## src/rtl/shift_in.sv

```systemverilog
// Serial-in, parallel-out receiver: captures width bits LSB first after start and
// hands completed words to a consumer through a valid/ack holding register.
module shift_in #(
   parameter int unsigned width  = 32,
   parameter int unsigned cwidth = 5
) (
   input  logic             clk,
   input  logic             reset,
   input  logic             start,
   input  logic             enable,
   input  logic             sin,
   input  logic             ack,
   output logic [width-1:0] data_out,
   output logic             valid,
   output logic             busy,
   output logic             overrun
);

   typedef enum logic [0:0] {StIdle, StShift} state_e;

   state_e              state_q, state_d;
   logic [cwidth-1:0]   idx_q, idx_d;
   logic [width-1:0]    shreg_q, shreg_d;
   logic [width-1:0]    data_q, data_d;
   logic                valid_q, valid_d;
   logic                overrun_q, overrun_d;
   logic                complete;

   localparam logic [cwidth-1:0] LastIdx = cwidth'(width - 1);

   always_comb begin
      state_d   = state_q;
      idx_d     = idx_q;
      shreg_d   = shreg_q;
      data_d    = data_q;
      valid_d   = valid_q;
      overrun_d = overrun_q;
      complete  = 1'b0;

      // start beats enable, including on what would have been the completion edge
      if (start) begin
         state_d = StShift;
         idx_d   = '0;
      end else if (state_q == StShift && enable) begin
         shreg_d[idx_q] = sin;
         idx_d          = idx_q + 1'b1;
         if (idx_q == LastIdx) begin
            complete = 1'b1;
            state_d  = StIdle;
         end
      end

      if (valid_q && ack) begin
         valid_d = 1'b0;
      end

      // Holding register is free if empty or being drained on this same edge
      if (complete) begin
         if (!valid_q || ack) begin
            data_d  = shreg_d;
            valid_d = 1'b1;
         end else begin
            overrun_d = 1'b1;
         end
      end
   end

   always_ff @(posedge clk) begin
      if (reset) begin
         state_q   <= StIdle;
         idx_q     <= '0;
         shreg_q   <= '0;
         data_q    <= '0;
         valid_q   <= 1'b0;
         overrun_q <= 1'b0;
      end else begin
         state_q   <= state_d;
         idx_q     <= idx_d;
         shreg_q   <= shreg_d;
         data_q    <= data_d;
         valid_q   <= valid_d;
         overrun_q <= overrun_d;
      end
   end

   assign data_out = data_q;
   assign valid    = valid_q;
   assign busy     = (state_q == StShift);
   assign overrun  = overrun_q;

endmodule

```

## config.mk

```make
export PLATFORM = sky130hd
export DESIGN_NAME = shift_in
export DESIGN_NICKNAME = d
export VERILOG_FILES = /design/src/rtl/shift_in.sv
export SDC_FILE = /design/constraint.sdc
export NUM_CORES = 1
export LEC_CHECK = 0
export CORE_UTILIZATION = 54
export CTS_CLUSTER_SIZE = 14
export DETAILED_ROUTE_END_ITERATION = 7
export GPL_TIMING_DRIVEN = 0
export PLACE_DENSITY = 0.82
export SETUP_SLACK_MARGIN = 0.3
export SKIP_CTS_REPAIR_TIMING = 1
export SLEW_MARGIN = 20
export SYNTH_ARGS = -nofsm -noshare
export SYNTH_HDL_FRONTEND = slang
export SYNTH_SLANG_ARGS = --single-unit
```

## constraint.sdc

```tcl
create_clock -name clk -period 2.8 [get_ports clk]
set_clock_uncertainty 0.1 [all_clocks]
set_input_delay 0.42 -clock clk [delete_from_list [all_inputs] [get_ports clk]]
set_output_delay 0.42 -clock clk [all_outputs]
set_load 0.02 [all_outputs]
```

==> impl_metrics.toml <==
[die]
die_area_sq_um = 6090
ios = 41
die_w_um = 78.1
core_sq_um = 5540
fp.dieH_um = 78.1
start_util = 0.564
fp-row-count = 27

[synthesis]
post_synth_num_cell_types = 31
ys_seq_area_frac = 0.461
ys_seq_elements = 72
syn_area_sq_um = 3120
synth_top_flop_cell = "dfxtp_1"
postSynthCellCount = 318
async_flop_share = 0
synth_edf_count = 0
avgSynthCellArea_sq_um = 9.82
syn_nets = 329
yosysWarnings = 0

[global_route]
antenna_found_initial = 0
grt_pass1_wl_mm = 12.5
first_global_vias = 2579
track_usage = 0.267
grt_max_degree = 13
grt-ovfl-total = 0

[drt]
drt-initial-drc-count = 190
routedWlPerCell_um = 17.3
via_per_inst = 6.02
vias = 2680
drtAntennaViolNets = 0
drc = 0
detail_route.first_pass.iterations = 4
routed_wl_mm = 7.72

[clock_tree]
clk_pin_slew_ps = 70
root_buffer = "clkbuf_8"
htree_levels = 3
cts_tree = "built"
cts_inserted_buffers = 9
clk_latency_ps = 340
clkSinkCount = 72
clock_path_buffers = 2

[placed_design]
gp_congestion = 0.813
buffer_ports.inserted = 39
hpwl_mm = 5.12

[layout]
multi_input_area_sq_um = 1510
syn_to_final_growth_pct = 21.7
final_layout_size_suffix_gt1_frac = 0.180
n_antenna_cell = 0
register_area_sq_um = 1440
fillCellCount = 425
fin_nets = 379

[critical_path]
cp-start-kind = "flip-flop"
required_ps = 2890
path_cells = "buf_2, and3_1, ha_1, and4b_1, buf_2, and2_1, buf_6, buf_6, a311oi_2"
arrival_ps = 2370
critPathMaxStageDelay_ps = 500
worstPathBufferInverterCount = 4
cpMaxStageDelayCell = "dfxtp_1"
crit_type = "flip-flop to flip-flop"
path_max_fanout = 10
end_kind = "flip-flop"
critPathTopFamily = "buffers and inverters"

[timing]
final-max-slew-violation-count = 0
hold_viol = 0
fmax_ghz = 0.439
timing.hold.ws_ps = 386
worst_slew_pin_slew_ps = 720
period_minus_slack_ps = 2280
rsz0062_at_grt = "false"
fin_setup_tns_ps = 0
period_share = 0.813
setup_viol = 0
maxSlewHeadroom = 0.520

[pwr]
pwr_density_cell_nw_per_um2 = 503
worst_ir_drop_vdd_v = 0.000330
p_leak_uw = 0.00122

[worst_hold_path]
hold_class = "flip-flop to flip-flop"

[status]
status = "complete, no violations"

[run]
cap_viol_max_count = 0
-- sequential cells by signal, indices dropped and copies added, names as in the netlist --
signal,flops
busy,1
data_out,32
idx_q,5
overrun,1
shreg_q,32
valid,1
-- layer usage --
layer	share of wire	track usage	vias to the layer above
li1	-	-	1293
met1	0.45	0.355	1289
met2	0.48	0.432	91
met3	0.062	0.0349	7
met4	0.0095	0.124	0
met5	0	0	-
-- power by group --
group	leakage (uW)	total (uW)	switching (uW)	internal, uW
Sequential	0.000580	1030	1.88	1020
Clock	0.0000993	823	388	435
Combinational	0.000539	61.1	42.6	18.6
-- path summary, 6_finish.rpt --
path,depth (start not counted),slack (ps),from,to
max reg2reg,9,520,idx_q[3],data_out[4]
min reg2reg,1,390,overrun,overrun
max,9,520,idx_q[3],data_out[4]
min,1,390,overrun,overrun
-- synth_stat cells (all sizes together) (2+ instances only) --
| library cell | count | area share |
|---|---|---|
| nand3b | 3 | 0.0072 |
| dfxtp | 72 | 0.46 |
| buf | 17 | 0.035 |
| and4bb | 3 | 0.012 |
| nand3 | 3 | 0.0048 |
| o21ai | 33 | 0.053 |
| or3b | 3 | 0.0084 |
| nand2 | 33 | 0.040 |
| and4b | 8 | 0.026 |
| mux2i | 2 | 0.0064 |
| nor3 | 5 | 0.0080 |
| nor2 | 2 | 0.0024 |
| a21oi | 65 | 0.10 |
| a311oi | 32 | 0.15 |
| clkbuf | 14 | 0.017 |
| inv | 2 | 0.0024 |
| nand4b | 5 | 0.014 |
| ha | 5 | 0.020 |
| or3 | 2 | 0.0040 |
-- metrics by stage --
step           area, sq um  worst slack, ps  std cells  power [uW]  utilization
2_1_floorplan         3120              851        318        1090            -
3_3_place_gp          3600              267        429        1110        0.651
3_5_place_dp          3600              252        429        1110        0.651
4_1_cts               3800              540        445        1910        0.686
5_1_grt               3800              399        445        1960        0.686
6_report              3800              523        445        1910        0.686
-- cell families (layout without fill, tap and decap cells) --
logic type,Yosys count,count (layout),share of synthesized area
flip-flops,72,72,0.461
adder cells (fa/ha/maj),5,5,0.0200
AND/OR/NAND/NOR,72,72,0.140
AO/OA/AOI/OAI,132,132,0.312
multiplexers,2,2,0.00641
buffers and inverters,33,88,0.0545
XOR/XNOR,2,2,0.00561
-- worst register-to-register path, stage by stage, from the launching register on --
cell	delay, ps
dfxtp_1	500
buf_2	260
and3_1	180
ha_1	160
and4b_1	170
buf_2	180
and2_1	170
buf_6	130
buf_6	170
a311oi_2	110
-- cell usage in the layout, fill, tap and decap left out, types with 4 or more instances in the layout --
cell,instances
dfxtp_1,72
a21oi_1,65
clkdlybuf4s50_1,39
nand2_1,33
o21ai_1,32
a311oi_2,30
clkbuf_1,15
buf_2,13
clkbuf_8,10
and4b_1,8
nand4b_1,5
nor3_1,5
ha_1,5
buf_6,4
-- final cells by class --
| type | count | area share |
|---|---|---|
| plain buffers | 31 | 0.0428 |
| clock buffers | 11 | 0.0372 |
| clock inverters | 5 | 0.0148 |
| inverters | 2 | 0.00197 |
| multi-input cells | 213 | 0.398 |
| flip-flops and latches | 72 | 0.379 |
| well taps | 72 | 0.0237 |
| repair buffers | 39 | 0.103 |
Note: power is estimated with default switching activity, not from simulation.
